`src/rtl/instr_fetch_if.sv`:
```
// Fetch-unit bus: ROM read port, decoder handshake, and branch feedback.
// The master modport is the fetch unit; the slave modport is ROM/decoder/ALU.
interface instr_fetch_if #(
  parameter int ADDR_W  = 8,
  parameter int INSTR_W = 21
);
  logic               i_run;
  logic               o_rom_en;
  logic [ADDR_W-1:0]  o_rom_addr;
  logic [INSTR_W-1:0] i_rom_data;
  logic [INSTR_W-1:0] o_instr;
  logic               o_instr_valid;
  logic               i_stall;
  logic               i_branch_taken;
  logic [ADDR_W-1:0]  i_branch_target;
  logic [ADDR_W-1:0]  o_pc;
  logic               o_halted;

  modport master (
    input  i_run, i_rom_data, i_stall, i_branch_taken, i_branch_target,
    output o_rom_en, o_rom_addr, o_instr, o_instr_valid, o_pc, o_halted
  );

  modport slave (
    output i_run, i_rom_data, i_stall, i_branch_taken, i_branch_target,
    input  o_rom_en, o_rom_addr, o_instr, o_instr_valid, o_pc, o_halted
  );
endinterface

```
`src/rtl/instr_fetch_unit.sv`:
```
// Program counter and sequencer that reads a 1-cycle-latency instruction ROM
// and hands instructions to the decoder with a valid/stall handshake.
//
// state   | meaning
// IDLE    | waiting for i_run, no ROM activity
// FETCH   | o_rom_en high for this single cycle, address = pc
// WAIT    | ROM data arrives, captured into o_instr
// ISSUE   | o_instr valid, held while i_stall; consumed when i_stall low
// HALT    | halt opcode consumed, waits for i_run low
module instr_fetch_unit #(
  parameter int                  ADDR_W    = 8,
  parameter int                  INSTR_W   = 21,
  parameter logic [ADDR_W-1:0]   RESET_PC  = '0,
  parameter logic [4:0]          HALT_OP   = 5'b11111,
  parameter logic [INSTR_W-1:0]  NOP_INSTR = 21'h010000
) (
  input  logic          i_clk,
  input  logic          i_rst,
  instr_fetch_if.master bus
);

  typedef enum logic [2:0] {
    S_IDLE,
    S_FETCH,
    S_WAIT,
    S_ISSUE,
    S_HALT
  } state_t;

  state_t             state_q, state_d;
  logic [ADDR_W-1:0]  pc_q, pc_d;
  logic [INSTR_W-1:0] instr_q, instr_d;
  logic               valid_q, valid_d;
  logic               rom_en_q, rom_en_d;
  logic               halted_q, halted_d;

  always_comb begin
    state_d  = state_q;
    pc_d     = pc_q;
    instr_d  = instr_q;
    valid_d  = valid_q;
    rom_en_d = 1'b0;
    halted_d = halted_q;
    case (state_q)
      S_IDLE: begin
        if (bus.i_run) begin
          state_d  = S_FETCH;
          pc_d     = RESET_PC;
          rom_en_d = 1'b1;
        end
      end
      S_FETCH: state_d = S_WAIT;
      S_WAIT: begin
        instr_d = bus.i_rom_data;
        valid_d = 1'b1;
        state_d = S_ISSUE;
      end
      S_ISSUE: begin
        if (!bus.i_stall) begin
          valid_d = 1'b0;
          instr_d = NOP_INSTR;
          // Halt wins over any branch resolved in the same cycle.
          if (instr_q[INSTR_W-1 -: 5] == HALT_OP) begin
            state_d  = S_HALT;
            halted_d = 1'b1;
          end else begin
            state_d  = S_FETCH;
            rom_en_d = 1'b1;
            pc_d     = bus.i_branch_taken ? bus.i_branch_target
                                          : pc_q + ADDR_W'(1);
          end
        end
      end
      S_HALT: begin
        if (!bus.i_run) begin
          halted_d = 1'b0;
          state_d  = S_IDLE;
        end
      end
      default: state_d = S_IDLE;
    endcase
  end

  always_ff @(posedge i_clk or posedge i_rst) begin
    if (i_rst) begin
      state_q  <= S_IDLE;
      pc_q     <= RESET_PC;
      instr_q  <= NOP_INSTR;
      valid_q  <= 1'b0;
      rom_en_q <= 1'b0;
      halted_q <= 1'b0;
    end else begin
      state_q  <= state_d;
      pc_q     <= pc_d;
      instr_q  <= instr_d;
      valid_q  <= valid_d;
      rom_en_q <= rom_en_d;
      halted_q <= halted_d;
    end
  end

  assign bus.o_rom_en      = rom_en_q;
  assign bus.o_rom_addr    = pc_q;
  assign bus.o_pc          = pc_q;
  assign bus.o_instr       = instr_q;
  assign bus.o_instr_valid = valid_q;
  assign bus.o_halted      = halted_q;

endmodule

```
`src/flat_wrapper.sv`:
```
// flat-port wrapper written by rule: the top's interface ports become plain ports
module instr_fetch_unit_flat 
#(
  parameter int                  ADDR_W    = 8,
  parameter int                  INSTR_W   = 21,
  parameter logic [ADDR_W-1:0]   RESET_PC  = '0,
  parameter logic [4:0]          HALT_OP   = 5'b11111,
  parameter logic [INSTR_W-1:0]  NOP_INSTR = 21'h010000
)
  (i_clk, i_rst, bus_i_run, bus_i_rom_data, bus_i_stall, bus_i_branch_taken, bus_i_branch_target, bus_o_rom_en, bus_o_rom_addr, bus_o_instr, bus_o_instr_valid, bus_o_pc, bus_o_halted);
  instr_fetch_if #(.ADDR_W(ADDR_W), .INSTR_W(INSTR_W)) bus_i ();
  input  logic i_clk;
  input  logic i_rst;
  input wire logic [$bits(bus_i.i_run)-1:0] bus_i_run;
  input wire logic [$bits(bus_i.i_rom_data)-1:0] bus_i_rom_data;
  input wire logic [$bits(bus_i.i_stall)-1:0] bus_i_stall;
  input wire logic [$bits(bus_i.i_branch_taken)-1:0] bus_i_branch_taken;
  input wire logic [$bits(bus_i.i_branch_target)-1:0] bus_i_branch_target;
  output wire logic [$bits(bus_i.o_rom_en)-1:0] bus_o_rom_en;
  output wire logic [$bits(bus_i.o_rom_addr)-1:0] bus_o_rom_addr;
  output wire logic [$bits(bus_i.o_instr)-1:0] bus_o_instr;
  output wire logic [$bits(bus_i.o_instr_valid)-1:0] bus_o_instr_valid;
  output wire logic [$bits(bus_i.o_pc)-1:0] bus_o_pc;
  output wire logic [$bits(bus_i.o_halted)-1:0] bus_o_halted;
  assign bus_i.i_run = bus_i_run;
  assign bus_i.i_rom_data = bus_i_rom_data;
  assign bus_i.i_stall = bus_i_stall;
  assign bus_i.i_branch_taken = bus_i_branch_taken;
  assign bus_i.i_branch_target = bus_i_branch_target;
  assign bus_o_rom_en = bus_i.o_rom_en;
  assign bus_o_rom_addr = bus_i.o_rom_addr;
  assign bus_o_instr = bus_i.o_instr;
  assign bus_o_instr_valid = bus_i.o_instr_valid;
  assign bus_o_pc = bus_i.o_pc;
  assign bus_o_halted = bus_i.o_halted;
  instr_fetch_unit #(.ADDR_W(ADDR_W), .INSTR_W(INSTR_W), .RESET_PC(RESET_PC), .HALT_OP(HALT_OP), .NOP_INSTR(NOP_INSTR)) u_core (.i_clk(i_clk), .i_rst(i_rst), .bus(bus_i));
endmodule
```
`config.mk`:
```
export PLATFORM = sky130hd
export DESIGN_NAME = instr_fetch_unit_flat
export DESIGN_NICKNAME = d
export VERILOG_FILES = /design/src/rtl/instr_fetch_if.sv /design/src/rtl/instr_fetch_unit.sv /design/src/flat_wrapper.sv
export SDC_FILE = /design/constraint.sdc
export NUM_CORES = 1
export LEC_CHECK = 0
export BUFFER_PORTS_ARGS = -buffer_cell sky130_fd_sc_hd__buf_2
export CAP_MARGIN = 20
export CORE_MARGIN = 2
export CORE_UTILIZATION = 40
export CTS_CLUSTER_DIAMETER = 80
export DETAILED_ROUTE_END_ITERATION = 12
export GPL_ROUTABILITY_DRIVEN = 0
export PLACE_DENSITY_LB_ADDON = 0.05
export SKIP_LAST_GASP = 1
export SLEW_MARGIN = 10
export SYNTH_ARGS = -nofsm -noshare
export SYNTH_HDL_FRONTEND = slang
export SYNTH_SLANG_ARGS = --single-unit
export TNS_END_PERCENT = 5
```
`constraint.sdc`:
```
create_clock -name i_clk -period 1.8 [get_ports i_clk]
set_input_delay 0.18 -clock i_clk [delete_from_list [all_inputs] [get_ports i_clk]]
set_output_delay 0.18 -clock i_clk [all_outputs]
set_load 0.05 [all_outputs]
```
==> metrics.md <==
| Metric | Value |
|---|---|
| Outcome | `finished, final reports clean` |
| Die area | `4560 µm²` |
| CTS Root Cell | `clkbuf_8` |
| Nets | `248` |
| ANT cells | `0` |
| Worst Tran Pin Value | `443 ps` |
| FFs w/ async S/R, synth | `100%` |
| Total Wirelength | `3860 µm` |
| Drt wl/cell | `14.6 µm` |
| Synth area leader | `dfrtp_1` |
| Synth top area cells | `dfrtp_1 (53%), a22o_1 (11%), buf_4 (3.7%)` |
| FF+latch count, synth | `35` |
| Initial antenna violation count | `0` |
| Port buffer count | `73` |
| Slowest cell delay on critical path | `460 ps` |
| Crit-path cells | `nor2_1 -> nand3b_1 -> and2_4 -> a22o_1` |
| CTS Buf Count | `5` |
| Final setup violating endpoints | `0` |
| Tmin final | `1510 ps` |
| Global route overflow | `0` |
| RSZ-0062 raised after global routing | `no` |
| Rows | `23` |
| Initial core utilization | `41.0%` |
| Max-cap violation count | `0` |
| CP Capture Type | `register` |
| Gr usage total | `17.9%` |
| Detailed Routing Iterations Pass 1 | `4` |
| # fillers | `372` |
| Most frequent cells after synthesis | `dfrtp_1 (34), a22o_1 (21), nand2_1 (10)` |
| Sequential area share after synthesis | `54.3%` |
| HPWL Detailed | `2650 µm` |
| Fmax | `664 MHz` |
| Core area | `3940 µm²` |
| Syn-to-layout area delta | `28.3%` |
| Yosys warns | `0` |
| Die width | `67.5 µm` |
| Routed Antenna Nets | `0` |
| Fin Clk Skew | `3.05 ps` |
| CTS tree | `yes` |
| Clock H-tree levels | `2` |
| Sequential cell area | `877 µm²` |
| Cell variety after synth | `41` |
| Post-synth EDFFs | `0` |
| CP startpoint kind | `register` |
| Multi-input logic area | `631 µm²` |
| CP max FO | `6` |
| Critical Path RT | `1970 ps` |
| Die H | `67.5 µm` |
| Post-Syn Instances | `143` |
| Cell area after synthesis | `1620 µm²` |
| Synth top area share | `52.7%` |
| Ports | `74` |
| Post-CTS Resized | `0` |
| Largest net degree at the start of global routing | `36` |
| CP max-delay cell | `dfrtp_1` |
| First-pass GRT wire length | `5950 µm` |
| Post-synthesis net count | `178` |
| Setup bufs post-CTS | `0` |
| Avg Inst Size Synth | `11.3 µm²` |
| Worst skew pair latency | `280 ps` |
| Clock sink count | `35` |
| Top_reg_cell synth | `dfrtp_1` |
| Setup TNS | `0 ps` |
| CP arrival | `1680 ps` |
| Kind of critical path | `reg -> reg` |
| Post-route DRC | `0` |
| Vias | `1,399` |
| Slew HR | `70.4%` |
| Worst-path clk slew | `70 ps` |
| CTS max path bufs | `2` |
| Via-per-instance ratio | `5.30` |
| Most frequent cell after synthesis | `dfrtp_1` |
| Layout cell share with drive strength beyond 1 | `41.6%` |
| Vias in the first global route | `1,263` |
| Final Max Tran Viols | `0` |
| Final hold viol count | `0` |
| Tcrit/Tclk final | `83.6%` |
| Hold crit path type | `in -> reg` |
| Worst reg2reg setup slack | `290 ps` |
| 1st-iter DRT viols | `73` |
-- worst max-delay path: cells and delay by family (launching register included) --
family,cells,cell delay [ps]
and+or+nand+nor,3,700
DFF,1,460
AOI/OAI and AO/OA,1,220
-- final cells by class --
cell class              instances  area share (%)
flip-flops and latches         35            42.3
well taps                      50            3.02
repair buffers                 77            19.2
clock buffers                   6            3.50
clock inverters                 2           0.604
inverters                       5           0.906
multi-input cells              89            30.4
-- cells by family after synthesis --
logic type / synth area share [%]
AND/OR/NAND/NOR: 14.6
flip-flops: 54.3
adder cells (fa/ha/maj): 0.774
AO/OA/AOI/OAI: 23.1
buffers and inverters: 6.66
multiplexers: 0.620
-- layer usage --
| metal | track usage, % | wire length, µm | vias up |
|---|---|---|---|
| met5 | 0 | 0 | - |
| met4 | 6.89 | 56 | 0 |
| met3 | 5.83 | 290 | 7 |
| met2 | 28.2 | 1810 | 59 |
| met1 | 22.9 | 1710 | 667 |
| li1 | - | - | 666 |
-- stage by stage --
| stage | worst slack (ps) | cells | util, % | cell area (µm²) | hold WS (ps) |
|---|---|---|---|---|---|
| floorplan | 93.1 | 143 | - | 1620 | 318 |
| detailed placement | 310 | 255 | 50.1 | 1980 | 303 |
| CTS | 283 | 264 | 52.6 | 2070 | 103 |
| global route | 187 | 264 | 52.6 | 2070 | 105 |
| global placement | 388 | 255 | 50.1 | 1980 | 299 |
| finish | 295 | 264 | 52.6 | 2070 | 113 |
-- what timing repair did --
item | 4_1_cts | 5_1_grt
endpoints found under the setup margin | 0 | 0
endpoints found under the hold margin | 34 | 0
hold buffers | 1 | 0
-- sequential cells by signal, summed over array words and instances, names as in the netlist --
| name | flops |
|---|---|
| u_core.bus.o_halted | 1 |
| u_core.bus.o_instr_valid | 1 |
| u_core.bus.o_rom_en | 1 |
| u_core.bus.o_pc | 8 |
| u_core.state_q | 3 |
| u_core.bus.o_instr | 21 |
-- placed cells by master, fill, tap and decap left out, drive strengths merged, types with 2 or more instances in the layout --
master  netlist  final
a21o          3      3
a21oi         6      6
a22o         21     21
and2          2      2
and3          2      2
buf          13     76
clkbuf        1      6
dfrtp        34     34
inv           5      5
nand2        10     10
nand3         6      6
nor2b         2      2
nor3          2      2
nor3b         3      3
o21ai        10     10
o31ai         4      4
-- worst paths after layout --
kind | startpoint | to | cells past startpoint
min | bus_i_rom_data[7] | u_core.bus.o_instr[7]$_DFFE_PP0P_ | 2
min reg2reg | u_core.bus.o_instr[16]$_DFFE_PP1P_ | u_core.bus.o_instr[16]$_DFFE_PP1P_ | 2
max | u_core.state_q[0]$_DFFE_PP0P_ | u_core.bus.o_pc[0]$_DFFE_PP0P_ | 4
max in group asynchronous | i_rst | u_core.bus.o_instr[16]$_DFFE_PP1P_ | 4
min in group asynchronous | i_rst | u_core.bus.o_pc[1]$_DFFE_PP0P_ | 4
max reg2reg | u_core.state_q[0]$_DFFE_PP0P_ | u_core.bus.o_pc[0]$_DFFE_PP0P_ | 4
Power is left out: the tool's default activity adds up to more than one toggle a clock period on the data nets, which glitch-free logic cannot reach.
